[src/rtl/axis_stim_pkg.sv]
// Shared types, LFSR constants and the round-robin destination picker for axis_stim_gen.
package axis_stim_pkg;

  typedef enum logic [2:0] {
    IDLE = 3'd0,
    LOAD = 3'd1,
    SEND = 3'd2,
    GAP  = 3'd3,
    DONE = 3'd4
  } state_e;

  typedef enum logic [1:0] {
    MODE_CNT   = 2'd0,
    MODE_LFSR  = 2'd1,
    MODE_FIXED = 2'd2,
    MODE_RSVD  = 2'd3
  } mode_e;

  localparam logic [31:0] LFSR_POLY = 32'h8020_0003;
  localparam logic [31:0] LFSR_SEED = 32'hACE1_0001;

  // First set bit of mask at or after ptr, wrapping; an empty mask yields 0.
  function automatic logic [3:0] next_dest(input logic [15:0] mask, input logic [3:0] ptr);
    logic [3:0] idx;
    next_dest = 4'd0;
    for (int i = 15; i >= 0; i--) begin
      idx = ptr + 4'(i);
      if (mask[idx]) next_dest = idx;
    end
  endfunction

endpackage

[src/rtl/axis_stim_lfsr.sv]
// Galois LFSR in right-shift form; next_o is the stepped value so callers can use it
// in the same cycle the register advances.
module axis_stim_lfsr
  import axis_stim_pkg::*;
#(
  parameter int unsigned   W    = 32,
  parameter logic [W-1:0]  POLY = LFSR_POLY,
  parameter logic [W-1:0]  SEED = LFSR_SEED
) (
  input  logic         clk,
  input  logic         rst_n,
  input  logic         adv,
  input  logic         reseed,
  output logic [W-1:0] state_o,
  output logic [W-1:0] next_o
);

  logic [W-1:0] lfsr_q, lfsr_d;

  assign next_o  = lfsr_q[0] ? ((lfsr_q >> 1) ^ POLY) : (lfsr_q >> 1);
  assign state_o = lfsr_q;

  always_comb begin
    lfsr_d = lfsr_q;
    if (reseed)   lfsr_d = SEED;
    else if (adv) lfsr_d = next_o;
  end

  always_ff @(posedge clk or negedge rst_n) begin
    if (!rst_n) lfsr_q <= SEED;
    else        lfsr_q <= lfsr_d;
  end

endmodule

[src/rtl/axis_stim_gen.sv]
// AXI4-Stream stimulus generator: counter / LFSR / fixed payloads, round-robin tdest,
// programmable inter-packet gap and packet count, registered outputs with backpressure.
//
// state | meaning
// IDLE  | waiting for a rising edge on en
// LOAD  | latch packet config, pick tdest, stage beat 0
// SEND  | presenting beats until the tlast beat is accepted
// GAP   | tvalid low for gap_len cycles, then packet boundary check
// DONE  | one-cycle done pulse, sticky clr cleared
module axis_stim_gen
  import axis_stim_pkg::*;
#(
  parameter int unsigned TDATA_NUM_BYTES = 4,
  parameter int unsigned NUM_DEST        = 4,
  parameter int unsigned LEN_W           = 8,
  parameter int unsigned GAP_W           = 8,
  parameter int unsigned CNT_W           = 16,
  parameter logic [31:0] FIXED           = 32'h0
) (
  input  logic                         clk,
  input  logic                         rst_n,
  input  logic                         en,
  input  logic                         clr,
  input  logic [1:0]                   mode_i,
  input  logic [LEN_W-1:0]             frame_len,
  input  logic [GAP_W-1:0]             gap_len,
  input  logic [CNT_W-1:0]             pkt_count,
  input  logic [NUM_DEST-1:0]          dest_mask,
  input  logic [TDATA_NUM_BYTES-1:0]   last_tkeep,
  output logic [8*TDATA_NUM_BYTES-1:0] M_AXIS_tdata,
  output logic [3:0]                   M_AXIS_tdest,
  output logic [TDATA_NUM_BYTES-1:0]   M_AXIS_tkeep,
  output logic                         M_AXIS_tlast,
  output logic                         M_AXIS_tvalid,
  input  logic                         M_AXIS_tready,
  output logic                         busy,
  output logic                         done,
  output logic [CNT_W-1:0]             seq_o
);

  localparam int unsigned DATA_W = 8 * TDATA_NUM_BYTES;
  localparam int unsigned CTR_W  = LEN_W + CNT_W;
  localparam int unsigned REP    = (DATA_W + 31) / 32;
  localparam logic [REP*32-1:0] FIXED_REP = {REP{FIXED}};

  if (DATA_W < CTR_W) begin : g_bad_width
    $fatal(1, "axis_stim_gen: DATA_W must be at least LEN_W + CNT_W");
  end
  if (NUM_DEST == 0 || NUM_DEST > 16) begin : g_bad_dest
    $fatal(1, "axis_stim_gen: NUM_DEST must be in 1..16");
  end

  state_e                     state_q, state_d;
  mode_e                      mode_q, mode_d;
  logic                       en_q;
  logic                       clr_q, clr_d;
  logic [LEN_W-1:0]           len_q, len_d;
  logic [GAP_W-1:0]           gap_q, gap_d;
  logic [TDATA_NUM_BYTES-1:0] lkeep_q, lkeep_d;
  logic [LEN_W-1:0]           beat_q, beat_d;
  logic [GAP_W-1:0]           gcnt_q, gcnt_d;
  logic [CNT_W-1:0]           seq_q, seq_d;
  logic [3:0]                 ptr_q, ptr_d;

  logic [DATA_W-1:0]          tdata_q, tdata_d;
  logic [3:0]                 tdest_q, tdest_d;
  logic [TDATA_NUM_BYTES-1:0] tkeep_q, tkeep_d;
  logic                       tlast_q, tlast_d;
  logic                       tvalid_q, tvalid_d;
  logic                       busy_q, busy_d;
  logic                       done_q, done_d;

  logic                       accept, run_start, load_beat;
  logic                       stop_send, stop_gap;
  logic [CNT_W-1:0]           seq_inc;
  logic [31:0]                lfsr_state, lfsr_next, lfsr_val;
  logic [REP*32-1:0]          lfsr_rep;
  logic [DATA_W-1:0]          beat_data;

  assign accept    = tvalid_q & M_AXIS_tready;
  assign run_start = (state_q == IDLE) & en & ~en_q;
  assign seq_inc   = seq_q + CNT_W'(1);
  // At the tlast acceptance seq has not yet been bumped; in GAP it already has.
  assign stop_send = ((pkt_count != '0) && (seq_inc == pkt_count)) || !en || clr_q || clr;
  assign stop_gap  = ((pkt_count != '0) && (seq_q == pkt_count)) || !en || clr_q || clr;

  axis_stim_lfsr #(
    .W    (32),
    .POLY (LFSR_POLY),
    .SEED (LFSR_SEED)
  ) u_lfsr (
    .clk     (clk),
    .rst_n   (rst_n),
    .adv     (accept),
    .reseed  (run_start),
    .state_o (lfsr_state),
    .next_o  (lfsr_next)
  );

  // The beat staged on an acceptance must see the LFSR value it is advancing to.
  assign lfsr_val = accept ? lfsr_next : lfsr_state;
  assign lfsr_rep = {REP{lfsr_val}};

  always_comb begin
    state_d   = state_q;
    mode_d    = mode_q;
    clr_d     = clr_q;
    len_d     = len_q;
    gap_d     = gap_q;
    lkeep_d   = lkeep_q;
    beat_d    = beat_q;
    gcnt_d    = gcnt_q;
    seq_d     = seq_q;
    ptr_d     = ptr_q;
    tdest_d   = tdest_q;
    tvalid_d  = tvalid_q;
    load_beat = 1'b0;
    if (state_q != IDLE && clr) clr_d = 1'b1;
    case (state_q)
      IDLE: begin
        if (run_start) begin
          seq_d   = '0;
          ptr_d   = '0;
          state_d = LOAD;
        end
      end
      LOAD: begin
        len_d     = frame_len;
        gap_d     = gap_len;
        mode_d    = mode_e'(mode_i);
        lkeep_d   = last_tkeep;
        tdest_d   = next_dest(16'(dest_mask), ptr_q);
        beat_d    = '0;
        load_beat = 1'b1;
        tvalid_d  = 1'b1;
        state_d   = SEND;
      end
      SEND: begin
        if (accept) begin
          if (tlast_q) begin
            tvalid_d = 1'b0;
            seq_d    = seq_inc;
            ptr_d    = tdest_q + 4'd1;
            if (gap_q != '0) begin
              gcnt_d  = gap_q - GAP_W'(1);
              state_d = GAP;
            end else begin
              state_d = stop_send ? DONE : LOAD;
            end
          end else begin
            beat_d    = beat_q + LEN_W'(1);
            load_beat = 1'b1;
          end
        end
      end
      GAP: begin
        if (gcnt_q == '0) state_d = stop_gap ? DONE : LOAD;
        else              gcnt_d  = gcnt_q - GAP_W'(1);
      end
      DONE: begin
        clr_d   = 1'b0;
        state_d = IDLE;
      end
      default: state_d = IDLE;
    endcase
  end

  always_comb begin
    case (mode_d)
      MODE_LFSR:  beat_data = lfsr_rep[DATA_W-1:0];
      MODE_FIXED: beat_data = FIXED_REP[DATA_W-1:0];
      default:    beat_data = (DATA_W'(FIXED) << CTR_W) | DATA_W'({seq_q, beat_d});
    endcase
  end

  always_comb begin
    tdata_d = tdata_q;
    tkeep_d = tkeep_q;
    tlast_d = tlast_q;
    if (load_beat) begin
      tdata_d = beat_data;
      tlast_d = (beat_d == len_d);
      tkeep_d = (beat_d == len_d) ? lkeep_d : '1;
    end else if (accept) begin
      tlast_d = 1'b0;
    end
    busy_d = (state_d == LOAD) || (state_d == SEND) || (state_d == GAP);
    done_d = (state_d == DONE);
  end

  always_ff @(posedge clk or negedge rst_n) begin
    if (!rst_n) begin
      state_q  <= IDLE;
      mode_q   <= MODE_CNT;
      en_q     <= 1'b0;
      clr_q    <= 1'b0;
      len_q    <= '0;
      gap_q    <= '0;
      lkeep_q  <= '1;
      beat_q   <= '0;
      gcnt_q   <= '0;
      seq_q    <= '0;
      ptr_q    <= '0;
      tdata_q  <= '0;
      tdest_q  <= '0;
      tkeep_q  <= '1;
      tlast_q  <= 1'b0;
      tvalid_q <= 1'b0;
      busy_q   <= 1'b0;
      done_q   <= 1'b0;
    end else begin
      state_q  <= state_d;
      mode_q   <= mode_d;
      en_q     <= en;
      clr_q    <= clr_d;
      len_q    <= len_d;
      gap_q    <= gap_d;
      lkeep_q  <= lkeep_d;
      beat_q   <= beat_d;
      gcnt_q   <= gcnt_d;
      seq_q    <= seq_d;
      ptr_q    <= ptr_d;
      tdata_q  <= tdata_d;
      tdest_q  <= tdest_d;
      tkeep_q  <= tkeep_d;
      tlast_q  <= tlast_d;
      tvalid_q <= tvalid_d;
      busy_q   <= busy_d;
      done_q   <= done_d;
    end
  end

  assign M_AXIS_tdata  = tdata_q;
  assign M_AXIS_tdest  = tdest_q;
  assign M_AXIS_tkeep  = tkeep_q;
  assign M_AXIS_tlast  = tlast_q;
  assign M_AXIS_tvalid = tvalid_q;
  assign busy          = busy_q;
  assign done          = done_q;
  assign seq_o         = seq_q;

endmodule

[config.mk]
export PLATFORM = sky130hd
export DESIGN_NAME = axis_stim_gen
export DESIGN_NICKNAME = d
export VERILOG_FILES = /design/src/rtl/axis_stim_pkg.sv /design/src/rtl/axis_stim_lfsr.sv /design/src/rtl/axis_stim_gen.sv
export SDC_FILE = /design/constraint.sdc
export NUM_CORES = 1
export LEC_CHECK = 0
export ABC_AREA = 1
export BUFFER_PORTS_ARGS = -buffer_cell sky130_fd_sc_hd__buf_2
export CAP_MARGIN = 15
export CORE_MARGIN = 5
export CORE_UTILIZATION = 40
export CTS_BUF_LIST = sky130_fd_sc_hd__clkbuf_8
export DETAILED_ROUTE_END_ITERATION = 8
export SETUP_SLACK_MARGIN = 0.4
export SLEW_MARGIN = 20
export SYNTH_ARGS = -nofsm -noshare
export SYNTH_HDL_FRONTEND = slang
export SYNTH_HIERARCHICAL = 1
export SYNTH_SLANG_ARGS = --single-unit
[constraint.sdc]
create_clock -name clk -period 5.1 [get_ports clk]
set_clock_uncertainty 0.1 [all_clocks]
set_input_delay 1.02 -clock clk [delete_from_list [all_inputs] [get_ports clk]]
set_output_delay 1.02 -clock clk [all_outputs]
set_load 0.005 [all_outputs]
==> results of run 1 <==
==> sequential cells by signal, indices dropped and copies added, names as in the netlist, 2 cells and up <==
register / flops
state_q: 3
ptr_q: 4
lkeep_q: 4
beat_q: 8
gcnt_q: 8
seq_o: 16
M_AXIS_tkeep: 4
M_AXIS_tdest: 4
gap_q: 8
mode_q: 2
u_lfsr/state_o: 32
M_AXIS_tdata: 32
len_q: 8
==> routing by layer <==
metal / global-route usage (%) / wire length [um]
met1: 26.9 / 10800
met2: 28.8 / 9930
met3: 4.27 / 1130
met4: 4.67 / 251
met5: 0 / 0
==> through the flow <==
step                cell area, sq um  hold WS, ps  setup WS, ps  instances  utilization [%]
floorplan                       8250          350          2090       1067                -
global placement                8790          363          1330       1388             43.4
detailed placement              8790          360          1210       1388             43.4
CTS                             9180          383          1250       1420             45.4
global route                    9180          403           824       1420             45.4
finish                          9180          377          1330       1420             45.4
==> synthesized netlist by cell type (2+ instances only) <==
library cell and count:
a21oi_1 29, a31oi_1 7, and2_1 5, buf_2 6, buf_4 31, buf_6 4, clkbuf_1 22, clkinv_1 2
clkinv_2 2, dfrtp_1 122, dfstp_2 17, ha_1 12, inv_1 112, inv_2 9, mux2i_1 8, nand2_1 267
nand2_2 4, nand3_1 48, nand3_2 5, nand4_1 6, nor2_1 98, nor2_2 5, nor2_4 2, nor3_1 12
nor3_2 6, nor4_1 13, o21a_1 2, o21ai_0 81, o21ai_1 6, o21ai_2 20, o22ai_1 34, o31a_1 2
o31ai_1 10, or2_2 6, xnor2_1 9, xor2_1 27
==> critical path, delay by kind of cell, from the launching register on <==
kind / cells / cell delay, ps
adder cells (fa/ha/maj): 1 / 450
AND/OR/NAND/NOR: 5 / 750
buffers and inverters: 5 / 1480
AO/OA/AOI/OAI: 4 / 490
flip-flops: 1 / 420
==> area by class of cell <==
type	count	area, sq um	share of cell area (%)
multi-input cells	737	3860	42.1
flip-flops and latches	139	3500	38.1
repair buffers	116	612	6.66
inverters	126	478	5.21
well taps	270	338	3.68
clock buffers	18	248	2.70
clock inverters	14	144	1.57
==> path summary, 6_finish.rpt <==
kind,startpoint,end,cells after the start
worst max-delay path,state_q[0],M_AXIS_tdata[4],15
worst min-delay path,M_AXIS_tdata[17],M_AXIS_tdata[17],2
worst max register to register,state_q[0],M_AXIS_tdata[4],15
worst min register to register,M_AXIS_tdata[17],M_AXIS_tdata[17],2
max in group asynchronous,rst_n,u_lfsr/state_o[23],2
min in group asynchronous,rst_n,len_q[2],1
==> power by group through the flow <==
stage	logic, mW	clock network, mW	registers, mW
2_1_floorplan	1.57	0	1.78
3_3_place_gp	1.98	0	1.86
3_5_place_dp	2.00	0	1.86
4_1_cts	2.01	0.927	1.84
5_1_grt	2.26	0.976	1.90
6_report	1.98	0.909	1.84
==> logic make-up after synthesis <==
group	count (synthesis)	synth area share [%]
adders and majority gates	12	1.82
xor gates and xnor gates	37	4.02
buffers and inverters	191	10.8
and+or+nand+nor	483	25.8
muxes	8	0.971
AOI/OAI and AO/OA	197	14.2
DFF	139	42.4
==> impl_metrics.yaml, run 1 <==
critical_path:
  cp_data_required_time_ps: 5380
  critPathCaptureType: "flop"
  reg2reg_setup_slack_ps: 1330
  arrival_ps: 4050
  crit_slowest_cell: "inv_1"
  crit_path_start_kind: "flop"
  path_cells: "inv_1 -> nor2_1 -> nand2_2 -> inv_1 -> buf_4 -> or2_2 -> o21ai_0 -> ha_1 -> inv_1 -> nand2_1 -> inv_1 -> o21ai_0 -> nor2_1 -> a21oi_1 -> o21ai_0"
  slowest_delay_ps: 610
  crit_path_frequent_cell: "inv_1"
  crit_fanout: 27
  critPathKind: "reg2reg"
finish:
  finalNetCount: 1196
  n_fill_cell: 2080
  drive_above_1_share_pct: 20.2
  layout_commonest_cell: "nand2_1"
  syn_to_final_growth_pct: 11.3
  layout_common_cells: "267 x nand2_1, 122 x dfrtp_1, 113 x inv_1"
  diodes: 0
sta:
  fmax_mhz: 265
  worstMarginPinSlew_ps: 742
  setup_tns_ps: 0
  slew_headroom_pct: 50.5
  period_share_pct: 73.9
  hold_violations: 0
  finalCriticalPeriod_ps: 3770
  finalMaxSlewViolations: 0
  rsz0062_at_grt: "no"
  setup_violations: 0
synthesis:
  synth_seq_cells: 139
  synthArstFlopShare_pct: 100
  synth_edf_count: 0
  synthCells: 1067
  netlist_top_cells_area: "dfrtp_1 37%, nand2_1 12%, dfstp_2 5.4%"
  syn_area_sq_um: 8250
  syn_nets: 1126
  avgSynthCellArea_sq_um: 7.73
  synth_top_area_share_pct: 37.0
  synth-seq-area-share_pct: 42.4
  yosysUniqueCellTypes: 52
  synth_flop_cell: "dfrtp_1"
  ys_warn_count: 6
  yosys.area.top_type: "dfrtp_1"
pwr:
  p_per_area_nw_per_um2: 515
  ir_worst_vdd_mv: 0.186
  p_clk_share_pct: 19.2
  leakage_nw: 4.55
  seqPwrFrac_pct: 38.9
  switchingPower_mw: 2.05
  pwr-share-comb_pct: 41.9
  power_mw: 4.73
  swShare_pct: 43.4
  p_int_mw: 2.68
floorplan:
  die_area_sq_um: 23600
  io_pins: 107
  die_y_um: 154
  initial_utilization_pct: 40.7
  die_w_um: 154
  rows: 52
  coreArea_sq_um: 20200
clocking:
  clkSinkCount: 139
  post_cts_buffers: 0
  clock_path_buffers: 2
  cts-hold-fix-buffers: 0
  cts-root-buf: "clkbuf_8"
  cts_max_level: 4
  clk_pin_slew_ps: 80
  post_cts_resize_count: 0
  insertion_delay_ps: 460
  tritoncts: "done"
  cts_buffers: 17
grt:
  grt.overflow.total: 0
  grt_pass1_vias: 7000
  grt_usage_pct: 18.7
  grt_max_degree: 72
  grt_pass1_wl_um: 36400
  antenna_found_initial: 0
routing:
  drtPass1Iterations: 5
  drtAntennaViolNets: 0
  avgRoutedWirePerCell_um: 15.6
  vias: 7209
  wl_um: 22100
  drc_errors: 0
  drt-initial-drc-count: 519
  vias_per_cell: 5.08
placement:
  place_congestion: 0.876
  hpwlAfterDp_um: 15700
  port_buffers: 106
run_status:
  outcome: "complete, no violations"
min_path:
  hp-class: "reg2reg"
flow_run:
  max_cap_viol_count: 0
(Power assumes the default switching activity.)
==> run 2, diff against run 1 <==
Clock period 5.1 ns to 3.2 ns, I/O delays scaled along.
==> run 2 against run 1 <==
Effect of this change:
- sequential power up 59%
- sequential share of layout area down 1.2 points
- non-clock buffer count up 20
- combinational power up 68%
- die area unchanged
- register-to-register slack worse by 700 ps
- critical path depth down 1
- clock power up 79%
==> impl_metrics.yaml, run 2 (synthesis results as in run 1) <==
grt:
  grt_max_degree: 68
  grt_usage_pct: 18.8
  antenna_found_initial: 0
  grt_pass1_vias: 6881
  grt.overflow.total: 0
  grt_pass1_wl_um: 36500
clocking:
  clkSinkCount: 139
  cts-root-buf: "clkbuf_8"
  clk_pin_slew_ps: 100
  tritoncts: "done"
  cts_buffers: 17
  cts-hold-fix-buffers: 0
  cts_max_level: 4
  insertion_delay_ps: 450
  clock_path_buffers: 2
pwr:
  ir_worst_vdd_mv: 0.323
  leakage_nw: 4.69
  p_per_area_nw_per_um2: 829
critical_path:
  crit_path_frequent_cell: "inv_2"
  critPathBufInv: 5
  arrival_ps: 2830
  crit_slowest_cell: "dfrtp_1"
  crit_fanout: 5
  critPathCaptureType: "flop"
  r2r_cells: 14
  rr_startpoint: "state_q[1]"
  slowest_delay_ps: 390
  cp.depth: 14
  path_delay_family: "simple AND/OR/NAND/NOR gates"
  path_cells: "inv_2 -> nor3_4 -> inv_2 -> nor2_8 -> inv_2 -> nor2_2 -> inv_2 -> o21ai_2 -> xnor2_2 -> nand3_1 -> nor4_2 -> nand2_1 -> o22ai_1 -> inv_1"
  r2r-end: "M_AXIS_tkeep[2]"
  crit_path_start_kind: "flop"
  cp_data_required_time_ps: 3470
  critPathKind: "reg2reg"
  reg2reg_setup_slack_ps: 630
finish:
  finalNetCount: 1217
  drive_above_1_share_pct: 23.6
  fin_util_pct: 47.0
  n_fill_cell: 2056
  diodes: 0
  layout_common_cells: "263 x nand2_1, 118 x dfrtp_1, 108 x inv_1"
  multi_input_area_sq_um: 3930
  syn_to_final_growth_pct: 15.2
  layout_commonest_cell: "nand2_1"
  final_cells: 1441
  seqCellArea_sq_um: 3500
  final_area_sq_um: 9500
sta:
  setup_violations: 0
  fin_hold_ws_ps: 93.9
  hold_violations: 0
  finalCriticalPeriod_ps: 2570
  period_share_pct: 80.2
  slew_headroom_pct: 56.6
  fmax_mhz: 390
  setup_tns_ps: 0
  worstMarginPinSlew_ps: 648
  finalMaxSlewViolations: 0
  rsz0062_at_grt: "yes"
routing:
  vias: 7186
  top_layer: "met4"
  avgRoutedWirePerCell_um: 15.5
  dr_wl_met2_um: 10000
  drc_errors: 0
  wl_um: 22300
  drtPass1Iterations: 5
  drt-initial-drc-count: 407
  vias_per_cell: 4.99
  dr_wl_met3_um: 1010
  drtAntennaViolNets: 0
  wl_met1_um: 11000
floorplan:
  die_area_sq_um: 23600
  initial_utilization_pct: 40.7
  io_pins: 107
  coreArea_sq_um: 20200
  rows: 52
  die_y_um: 154
  die_w_um: 154
placement:
  port_buffers: 106
  placed_area_sq_um: 8850
  place_congestion: 0.889
  placed_cells: 1395
  hpwlAfterDp_um: 16000
min_path:
  hp-class: "in2async"
flow_run:
  max_cap_viol_count: 0
run_status:
  outcome: "complete, no violations"
run 2: cell type report:
cell class	count	area share [%]
clock inverter	14	2.17
tap	270	3.56
multi-input combinational	737	41.4
timing repair inverter	1	0.0527
timing repair buffer	136	8.23
inverter	126	5.12
sequential	139	36.9
clock buffer	18	2.61
run 2: per-stage QoR:
step | setup WS, ps | power, mW
global placement | 292 | 6.16
global route | 357 | 8.57
CTS | 428 | 7.86
finish | 634 | 7.87
floorplan | 444 | 5.35
detailed placement | 264 | 6.20
run 2: worst max path at each step:
stage	slack [ps]	endpoint	from
final	630	M_AXIS_tkeep[2]	state_q[1]
after detailed placement	260	M_AXIS_tdest[1]	ptr_q[1]
after floorplan	440	M_AXIS_tdata[24]	state_q[0]
after CTS	430	busy	seq_o[0]
after global routing	360	gcnt_q[7]	state_q[0]
after global placement	290	M_AXIS_tdest[1]	ptr_q[1]
run 2: per-layer routing:
| layer | vias up | global-route usage [%] |
|---|---|---|
| met5 | - | 0 |
| li1 | 3648 | - |
| met4 | 0 | 4.42 |
| met2 | 150 | 28.8 |
| met1 | 3363 | 27.3 |
| met3 | 25 | 4.38 |
run 2: worst register-to-register path: cells and delay by family (launching register included):
family          cells  cell delay [ps]
simple gates        6             1030
buf+inv             5              410
flops               1              390
xor+xnor            1              140
compound gates      2              420
run 2: timing repair:
item | CTS | global route
buffers inserted | 0 | 13
gates cloned | 0 | 1
setup endpoints to repair | 2 | 40
pin swaps | 0 | 4
gates resized for setup | 2 | 33
run 2: report_power, final:
group	internal (mW)	leakage [nW]	switching [mW]	total, mW
Clock	0.889	0.219	0.745	1.63
Sequential	2.44	1.77	0.479	2.92
Combinational	1.21	2.70	2.10	3.32
==> run 3, diff against run 2 <==
Settings changed: ABC_AREA 1 to 0.
Clock period 3.2 ns to 2.47 ns, I/O delays scaled along.
==> run 3 against run 2 <==
Effect of this change:
- the flow now finishes with violations (setup timing)
- flip-flop and latch count did not move
- sequential share of layout area fell by 6.5 points
- core utilization rose by 9.8 points
- critical path type unchanged
- largest cell class unchanged
- highest routed layer unchanged
==> impl_metrics.yaml, run 3 <==
placement:
  dp_slack_ps: -273
  place_congestion: 0.898
  port_buffers: 106
  placed_area_sq_um: 9990
  placed_cells: 1384
  hpwlAfterDp_um: 16900
floorplan:
  die_w_um: 154
  io_pins: 107
  die_area_sq_um: 23800
  die_y_um: 154
  rows: 52
  coreArea_sq_um: 20400
  initial_utilization_pct: 41.0
finish:
  n_fill_cell: 1799
  final_area_sq_um: 11600
  syn_to_final_growth_pct: 38.6
  drive_above_1_share_pct: 41.0
  multi_input_area_sq_um: 5110
  final_cells: 1449
  layout_common_cells: "173 x nand2_1, 146 x buf_4, 113 x dfrtp_1"
  layout_commonest_cell: "nand2_1"
  diodes: 0
  seqCellArea_sq_um: 3510
  finalNetCount: 1226
clocking:
  insertion_delay_ps: 440
  cts_buffers: 17
  cts_max_level: 4
  clkSinkCount: 139
  clk_pin_slew_ps: 80
  tritoncts: "done"
  cts-root-buf: "clkbuf_8"
  clock_path_buffers: 2
sta:
  rsz0062_at_grt: "yes"
  hold_violations: 0
  slew_headroom_pct: 61.0
  fmax_mhz: 375
  setup_violations: 10
  worstMarginPinSlew_ps: 586
  layout_setup_ws_ps: -196
  setup_tns_ps: -1270
  finalCriticalPeriod_ps: 2670
  finalMaxSlewViolations: 0
  period_share_pct: 108
critical_path:
  critPathCaptureType: "flop"
  crit_slowest_cell: "dfrtp_2"
  critPathKind: "reg2reg"
  crit_fanout: 7
  arrival_ps: 2890
  slowest_delay_ps: 460
  crit_path_start_kind: "flop"
  path_cells: "and4_1 -> a311oi_2 -> o32ai_2 -> nor4_2 -> o2111ai_2 -> a21oi_2 -> o21ai_4 -> nand2_4 -> mux2_4"
  cp_data_required_time_ps: 2700
run_status:
  violations: "setup timing"
  outcome: "finished, violations left"
routing:
  drt-initial-drc-count: 394
  drtAntennaViolNets: 0
  vias_per_cell: 5.30
  wl_um: 24400
  drtPass1Iterations: 5
  drc_errors: 0
  vias: 7681
  avgRoutedWirePerCell_um: 16.8
synthesis:
  synthMuxAreaShare_pct: 6.99
  syn_area_sq_um: 8340
  synth-seq-area-share_pct: 42.0
  netlist_top_cells_count: "179 x nand2_1, 122 x dfrtp_1, 97 x nor2_1"
  synth_edf_count: 0
  ys_warn_count: 6
  synthCells: 957
  netlist_top_cells_area: "dfrtp_1 37%, nand2_1 8.1%, a21oi_1 5.8%"
  synth_compound_area_share_pct: 15.1
  synth_flop_cell: "dfrtp_1"
  avgSynthCellArea_sq_um: 8.72
  synth_top_family_by_area: "simple AND/OR/NAND/NOR gates"
  synth_xor_area_share_pct: 5.04
  synth_top_area_share_pct: 36.6
  synth_most_common_cell: "nand2_1"
  yosys.area.top_type: "dfrtp_1"
  synth_fa_ha_area_share_pct: 1.80
  synthArstFlopShare_pct: 100
  synth_seq_cells: 139
  yosysUniqueCellTypes: 75
  syn_nets: 1016
  synthSimpleGateAreaFrac_pct: 22.0
pwr:
  p_per_area_nw_per_um2: 1070
  ir_worst_vdd_mv: 0.524
  leakage_nw: 5.17
grt:
  grt_pass1_vias: 7530
  grt.overflow.total: 0
  antenna_found_initial: 0
  grt_max_degree: 67
  grt_usage_pct: 19.8
  grt_pass1_wl_um: 38800
flow_run:
  max_cap_viol_count: 0
min_path:
  hp-class: "in2reg"
run 3: changes by cell type in the layout (fill, tap and decap cells not counted), moves of 10 or more:
cell / before / now
mux2i_1: 8 / 43
xnor2_1: 9 / 21
o22ai_1: 34 / 1
nand2_1: 263 / 173
buf_4: 27 / 146
o21ai_2: 20 / 3
inv_1: 108 / 12
o21ai_0: 78 / 19
buf_6: 3 / 13
a21oi_2: 0 / 38
inv_2: 13 / 1
nand4_1: 6 / 16
nand3_1: 47 / 12
a21oi_4: 0 / 26
run 3: repair_timing:
action / CTS / global route
hold buffers: 1 / 0
buffers inserted: 15 / 12
pin swaps: 39 / 32
gates cloned: 5 / 1
endpoints found under the setup margin: 51 / 66
gates resized for setup: 110 / 56
endpoints found under the hold margin: 46 / 0
run 3: worst max-delay path: cells and delay by family, from the launching register on:
kind,cells,cell delay [ps]
AOI/OAI and AO/OA,5,960
and+or+nand+nor,3,720
muxes,1,300
DFF,1,460
run 3: per-layer routing:
metal  vias up  routed length, um  global-route usage [%]
li1       3731                  -                       -
met3        22                902                    3.77
met4         0                337                    5.13
met1      3778              11100                    26.7
met5         -                  0                       0
met2       150              12100                    32.8
run 3: cell families (layout without fill, tap and decap cells):
group | Yosys count | count (layout)
flip-flops | 139 | 139
adder cells (fa/ha/maj) | 12 | 12
XOR/XNOR | 48 | 48
buffers and inverters | 105 | 326
AND/OR/NAND/NOR | 397 | 398
multiplexers | 53 | 53
AO/OA/AOI/OAI | 203 | 203
run 3: path summary, 6_finish.rpt:
path                           start                  to  slack [ps]  cells after the start
min reg2reg                mode_q[0]           mode_q[0]         380                      2
max in group asynchronous      rst_n  u_lfsr/state_o[29]        1050                      3
max                         seq_o[3]           gcnt_q[0]        -200                      9
min                               en                en_q          90                      1
max reg2reg                 seq_o[3]           gcnt_q[0]        -200                      9
min in group asynchronous      rst_n            ptr_q[2]         510                      2
run 3: final cells by class:
class                      instances  area share (%)
sequential                       139            30.4
multi-input combinational        714            44.2
tap                              270            2.92
timing repair buffer             282            18.5
clock inverter                    13            1.33
clock buffer                      18            2.14
inverter                          13           0.465
run 3: through the flow:
stage               utilization (%)  power [mW]  hold WS, ps
floorplan                         -        7.35         98.4
CTS                            54.9        11.9         57.0
finish                         56.8        12.3         85.3
detailed placement             49.1        8.79          364
global placement               49.1        8.69          360
global route                   56.8        13.1         54.7
run 3: power breakdown:
part           internal, mW  leakage (nW)  switching [mW]
Combinational          2.92          3.26            3.51
Sequential             3.24          1.70           0.762
Clock                  1.01         0.207           0.890
Total                  7.18          5.17            5.17
